### config.mk
export PLATFORM = sky130hd
export DESIGN_NAME = tuner_note_ctrl
export DESIGN_NICKNAME = d
export VERILOG_FILES = /design/src/rtl/tuner_note_ctrl.sv
export SDC_FILE = /design/constraint.sdc
export NUM_CORES = 1
export LEC_CHECK = 0
export BUFFER_PORTS_ARGS = -buffer_cell sky130_fd_sc_hd__buf_2
export CAP_MARGIN = 20
export CORE_ASPECT_RATIO = 1.4
export CORE_MARGIN = 4
export CORE_UTILIZATION = 40
export DETAILED_ROUTE_END_ITERATION = 8
export GPL_TIMING_DRIVEN = 0
export PLACE_DENSITY = 0.66
export SLEW_MARGIN = 10
export SYNTH_ARGS = -nofsm -noshare
export SYNTH_HDL_FRONTEND = slang
export SYNTH_SLANG_ARGS = --single-unit
### constraint.sdc
create_clock -name clk -period 8.15 [get_ports clk]
set_input_delay 0.4075 -clock clk [delete_from_list [all_inputs] [get_ports clk]]
set_output_delay 0.4075 -clock clk [all_outputs]
set_load 0.02 [all_outputs]
### src/rtl/tuner_note_ctrl.sv
// Single-string tuning controller: averages measured periods and drives note/status digit codes.
// Optional AUTO_STRING_EN: string_sel follows the target nearest to each batch average.
module tuner_note_ctrl #(
    parameter int          W         = 20,
    parameter int          AVG_LOG2  = 2,
    parameter int          TOL_SHIFT = 7,
    parameter int unsigned TIMEOUT   = 25000000,
    parameter int unsigned T0        = 606722,
    parameter int unsigned T1        = 454545,
    parameter int unsigned T2        = 340530,
    parameter int unsigned T3        = 255102,
    parameter int unsigned T4        = 202478,
    parameter int unsigned T5        = 151685
) (
    input  logic         clk,
    input  logic         reset,
    input  logic         string_next,
    input  logic         period_valid,
    input  logic [W-1:0] period,
    output logic [2:0]   string_sel,
    output logic [3:0]   note_code,
    output logic [3:0]   status_code,
    output logic         in_tune,
    output logic         result_pulse
);
    localparam int AW = W + AVG_LOG2;
    localparam int IW = $clog2(TIMEOUT + 1);
    localparam logic [AVG_LOG2:0] LAST = (AVG_LOG2+1)'((1 << AVG_LOG2) - 1);
    localparam logic [W-1:0] TGT [0:5] = '{W'(T0), W'(T1), W'(T2), W'(T3), W'(T4), W'(T5)};

    localparam logic [3:0] ST_FLAT  = 4'h6;
    localparam logic [3:0] ST_SHARP = 4'h7;
    localparam logic [3:0] ST_TUNED = 4'hE;
    localparam logic [3:0] ST_NOSIG = 4'hF;

    logic [AW-1:0]     acc;
    logic [AVG_LOG2:0] cnt;
    logic [IW-1:0]     idle;
    logic              adv, accept, eval;
    logic [AW-1:0]     sum;
    logic [W-1:0]      avg, tgt, tol, lo, diff, best_diff;
    logic [W:0]        hi;
    logic [2:0]        best;
    logic [3:0]        code;
    logic [IW-1:0]     idle_inc;

`ifdef AUTO_STRING_EN
    logic unused_string_next;
    assign unused_string_next = string_next;
    assign adv = 1'b0;
`else
    assign adv = string_next;
`endif

    // A string change in the same cycle as a sample discards the sample.
    assign accept   = period_valid && (period != '0) && !adv;
    assign sum      = acc + AW'(period);
    assign eval     = accept && (cnt == LAST);
    assign avg      = W'(sum >> AVG_LOG2);
    assign idle_inc = (idle == IW'(TIMEOUT)) ? idle : idle + 1'b1;
    assign note_code = {1'b0, string_sel};

    always_comb begin
        best      = string_sel;
        diff      = '0;
        best_diff = '0;
`ifdef AUTO_STRING_EN
        // Strict compare while scanning upward keeps ties on the lower index.
        for (int i = 0; i < 6; i++) begin
            diff = (avg >= TGT[i]) ? avg - TGT[i] : TGT[i] - avg;
            if (i == 0 || diff < best_diff) begin
                best_diff = diff;
                best      = 3'(i);
            end
        end
`endif
        tgt = TGT[best];
        tol = tgt >> TOL_SHIFT;
        hi  = {1'b0, tgt} + {1'b0, tol};
        lo  = tgt - tol;
        if ({1'b0, avg} > hi)
            code = ST_FLAT;
        else if (avg < lo)
            code = ST_SHARP;
        else
            code = ST_TUNED;
    end

    always_ff @(posedge clk or posedge reset) begin
        if (reset) begin
            string_sel   <= '0;
            status_code  <= ST_NOSIG;
            in_tune      <= 1'b0;
            result_pulse <= 1'b0;
            acc          <= '0;
            cnt          <= '0;
            idle         <= '0;
        end else begin
            result_pulse <= 1'b0;
            if (adv) begin
                string_sel  <= (string_sel == 3'd5) ? 3'd0 : string_sel + 3'd1;
                status_code <= ST_NOSIG;
                in_tune     <= 1'b0;
                acc         <= '0;
                cnt         <= '0;
                idle        <= idle_inc;
            end else if (accept) begin
                idle <= '0;
                if (eval) begin
                    acc          <= '0;
                    cnt          <= '0;
                    string_sel   <= best;
                    status_code  <= code;
                    in_tune      <= (code == ST_TUNED);
                    result_pulse <= 1'b1;
                end else begin
                    acc <= sum;
                    cnt <= cnt + 1'b1;
                end
            end else if (idle == IW'(TIMEOUT - 1)) begin
                // Silence long enough: drop to no-signal once, then hold.
                idle        <= IW'(TIMEOUT);
                status_code <= ST_NOSIG;
                in_tune     <= 1'b0;
                acc         <= '0;
                cnt         <= '0;
            end else begin
                idle <= idle_inc;
            end
        end
    end
endmodule

Yosys cells after proc, flatten, opt, wreduce, memory -nomap -nowiden. Memories as Yosys holds them, arrays and structs flattened. Index checks and enable logic that the tools add are counted.

Register bits: 59. Latch bits: 0. Bits in writable memories: 0. Memory bits (read-only): 160. Bits of input ports: 24. Output and inout port bits: 13. Word-level logic and storage cells: 59. Memories kept: 1.

Memory list: (no name shown) (words 8, bits a word 20, read ports 1, clocked after Yosys merged registers in 0, write ports 0, RTL line 77) `tgt = TGT[best];`.

$add $sub $neg: 6. $mul: 0. Div/mod/pow operators: 0. $lt $le $gt $ge: 3. Equal/unequal tests: 6. Shift-type cells: 0. Muxes and demuxes: 28. Bitwise gates (word level): 1. Reductions and logical operators: 7.

Operators with widths (count): $mux 25 (4); $mux 22 (4); $eq 25x25->1 const B (2); $mux 20 (2); $add 25x1->25 const B (1); $mux 4 (6); $add 22x20->22 (1); $add 20x13->21 (1); $gt 20x21->1 (1); $lt 20x20->1 (1); $reduce_bool 20->1 (1); $sub 20x13->20 (1); $mux 3 (5); $mux 1 (7); $add 3x1->3 const B (2); $eq 4x4->1 const B (1); $ge 4x4->1 const B (1); $not 3->4 (1); $eq 3x2->1 const B (1); $eq 3x3->1 const B (1); $logic_and 1x1->1 (3); $ne 3x2->1 const B (1); $reduce_bool 3->1 (1); $reduce_and 2->1 (1); $logic_not 1->1 (1).

Longest topological paths before layout.
Word-level depth: 12. Mapped depth: 23.

Worst setup path before layout. No wires, ideal clock.

Path kind: flip-flop to flip-flop. From: register string_sel[1]. To: register status_code[0]. Setup time: 0.094 ns. Data arrival time: 4.385 ns. Path slack: 3.671 ns. Stages on the path, launching flop included: 21. Buffers on the path: 0. Clock period less this slack: 4.479 ns. Path through: dfrtp_1 > inv_1 > ha_1 > mux2i_2 > inv_1 > fa_1 > o21bai_1 > a21oi_2 > o221a_2 > o21ai_1 > nor2_1 > o21bai_1 > xor2_1 > ha_1 > nand4_1 > or4_1 > a21oi_1 > o21ai_0 > a32oi_1 > nand2b_1 > a21oi_1.

Cells in the longest elaborated chain, start to end: 11. Elaborated cells on any way between the ends: 13. Those cells by class: 2 x add/sub; 2 x order compare; 7 x mux; 1 x bitwise; 1 x memory.

Ends and longest elaborated chain: start, declared (RTL line 20) `output logic [2:0] string_sel,`; start signal, assigned (RTL line 101) `string_sel <= (string_sel == 3'd5) ? 3'd0 : string_sel + 3'd1;`; start signal, assigned (RTL line 112) `string_sel <= best;`; $not 3->4 (not written as such) (*) (RTL line 77); $mem_v2 8x20 (*); $mux 20 (not written as such) (*) (2 in a row) (RTL line 77); $sub 20x13->20 (RTL line 80) `lo = tgt - tol;`; $lt 20x20->1 (RTL line 83) `else if (avg < lo)`; $mux 4 (RTL line 83); $mux 4 (*) (RTL line 81) `if ({1'b0, avg} > hi)`; $mux 4 (*) (RTL line 109) `if (eval) begin`; $mux 4 (*) (RTL line 107) `end else if (accept) begin`; $mux 4 (*) (RTL line 100) `if (adv) begin`; end signal, assigned (RTL line 113) `status_code <= code;`; end, declared (RTL line 22) `output logic [3:0] status_code,`.

Every way passes the cells marked *; elsewhere a longest branch is shown, timed or not. The select of a mux whose other input is x is not followed. A chain may end at the register's enable or synchronous reset.

Final worst setup path. Ends and elaborated chain as after synthesis.

==> results_dict.tcl <==
set metrics [dict create \
    hold_buffers 0 \
    finalSetupViolations 0 \
    cts_inserted_buffers 9 \
    max_cap_violations 0 \
    design.core.area_um2 15100 \
    io_buffers 33 \
    syn_inst 725 \
    status "completed" \
    ctsRootBufferMaster "clkbuf_16" \
    cp_max_fo 9 \
    worstSetupEndpointType "register" \
    grt_pass1_vias 5398 \
    io_pins 37 \
    synthTopCellsByCount "ha_1 (98), nor2_1 (72), dfrtp_1 (55)" \
    path_class "reg2reg" \
    synthTopCellsByArea "dfrtp_1 (22%), ha_1 (20%), xnor2_1 (6.1%)" \
    core.rowCount 53 \
    overflow 0 \
    slew_viol_final 0 \
    synth_cell_types 73 \
    synth_top_cell_by_area "dfrtp_1" \
    drt-pass1-iter-count 5 \
    ys_seq_area_share_pct 23.3 \
    crit_buf_inv 2 \
    hold_slack_ns 0.192 \
    irDropWorstVdd_v 0.000167 \
    cts_buffer_depth 2 \
    dp_hpwl_um 12500 \
    clk_pin_slew_ns 0.06 \
    grt_pass1_wl_um 26100 \
    place_congestion 0.924 \
    clock_latency_ns 0.34 \
    start_util_pct 40.8 \
    antenna_found_initial 0 \
    rsz0062_at_grt "no" \
    htree_levels 3 \
    synth.most_common_cell "ha_1" \
    finalHoldViolCount 0 \
    fin_skew_ns 0.00918 \
    ys.flop_type "dfrtp_1" \
    dieArea_um2 17400 \
    maxSlewHeadroom_pct 50.7 \
    r2r_slack_ns 2.59 \
    hold_path.class "in2async" \
    drive_gt1_share_pct 11.7 \
    avgViaCountPerCell 5.50 \
    routed-via-count 5314 \
    tightest_slew_ns 0.740 \
    path_cells "inv_1 > ha_1 > mux2i_2 > inv_1 > fa_1 > o21bai_1 > a21oi_2 > o221a_2 > o21ai_1 > nor2_1 > o21bai_1 > xor2_1 > ha_1 > nand4_1 > or4_1 > a21oi_1 > o21ai_0 > a32oi_1 > nand2b_1 > a21oi_1" \
    area_delta_synth_final_pct 12.0 \
    p_leak_nw 3.23 \
    async_flop_share_pct 100 \
    synth_area_um2 6140 \
    startpoint_type "register" \
    crit_required_ns 8.39 \
    period_share_pct 68.2 \
    cp_slowest_stage_delay_ns 0.53 \
    final_net_count 894 \
    grt_util_all_layers_pct 18.3 \
    wl_per_cell_um 16.1 \
    cts_setup_buffers 0 \
    period_minus_slack_ns 5.56 \
    cts.sinks 57 \
    worstPathArrival_ns 5.80 \
    num-fill-cells 1498 \
    synth_top_area_share_pct 22.4 \
    avgSynthCellArea_um2 8.47 \
    ys_warn_count 0 \
    ant_nets 0 \
    pwr_density_cell_nw_per_um2 409 \
    num_antenna_cells 0 \
    grt_max_degree 58 \
    die_w_um 113 \
    wl_um 15500 \
    die_h_um 155 \
    drt_iter0_drc 269 \
    slowest_stage "mux2i_2" \
    ys_ff_latch 57 \
    fmax_mhz 180 \
    critical_path.top_delay_family "compound AO/OA/AOI/OAI gates" \
    cts_tree "built" \
    finalSetupTns_ns 0 \
    cts-resized-gates 0 \
    route.detailed.drc 0 \
    synth_edf_count 0 \
]
==> power by group <==
part           switching (W)  internal (W)  leakage, nW  total, W
sequential         0.0000364      0.000312        0.764  0.000348
combinational        0.00119      0.000854         2.31   0.00204
clock               0.000150      0.000270        0.153  0.000420
==> final timing paths <==
kind                                        to     startpoint  depth (start not counted)
worst min-delay path                    acc[0]          reset                          2
min in group clk                  result_pulse    string_next                          2
worst max-delay path            status_code[0]  string_sel[1]                         20
worst max register to register  status_code[0]  string_sel[1]                         20
max in group asynchronous              idle[6]          reset                          2
worst min register to register          cnt[2]         cnt[2]                          1
==> sequential cells by signal, summed over array words and instances (netlist names) <==
signal,count
acc,22
cnt,3
idle,25
in_tune,1
result_pulse,1
status_code,2
string_sel,3
==> kinds of logic (layout without fill, tap and decap cells) <==
kind of cell	Yosys count	count (layout)	share of synthesized area (%)
xor gates and xnor gates	71	71	10.1
and+or+nand+nor	230	230	18.6
DFF	57	57	23.3
AOI/OAI and AO/OA	191	191	21.5
buffers and inverters	70	119	5.09
other	2	3	0.122
muxes	4	4	0.713
adders and majority gates	100	100	20.6
==> metrics by stage <==
| step | setup slack [ns] | std cells | total power (W) | util [%] | area, um2 |
|---|---|---|---|---|---|
| 2_1_floorplan | 3.67 | 726 | 0.00192 | - | 6140 |
| 6_report | 2.59 | 967 | 0.00281 | 45.7 | 6880 |
| 3_3_place_gp | 2.60 | 951 | 0.00235 | 43.5 | 6550 |
| 3_5_place_dp | 2.57 | 951 | 0.00238 | 43.5 | 6550 |
| 5_1_grt | 2.16 | 967 | 0.00312 | 45.7 | 6880 |
| 4_1_cts | 2.54 | 967 | 0.00282 | 45.7 | 6880 |
==> placed cells by master (no fill, tap or decap), types with 6 or more instances in the layout <==
master	count
a21o_1	16
a21oi_1	51
a22o_1	18
and3_1	9
buf_2	40
buf_4	7
clkbuf_1	9
clkbuf_16	9
dfrtp_1	55
ha_1	98
inv_1	41
nand2_1	45
nand2b_1	9
nand3_1	21
nand4_1	10
nor2_1	72
nor2b_1	7
nor3_1	17
nor4_1	10
o211ai_1	7
o21a_1	8
o21ai_0	27
o21ai_1	9
o21bai_1	11
or3_1	6
xnor2_1	43
xor2_1	28
==> cell type report <==
class | instances | area (um2) | share of cell area, %
repair buffers | 33 | 165 | 2.40
clock inverters | 7 | 101 | 1.47
multi-input cells | 599 | 4400 | 64.0
well taps | 192 | 240 | 3.49
plain buffers | 25 | 144 | 2.09
inverters | 45 | 171 | 2.49
clock buffers | 9 | 225 | 3.27
flip-flops and latches | 57 | 1430 | 20.8
==> routing by layer <==
metal / track usage [%] / vias to the layer above / share of wire, %
li1: - / 2693 / -
met1: 21.5 / 2492 / 42
met2: 32.7 / 92 / 51
met3: 2.90 / 37 / 2.3
met4: 7.85 / 0 / 4.0
met5: 0 / - / 0
(Power assumes the default switching activity.)
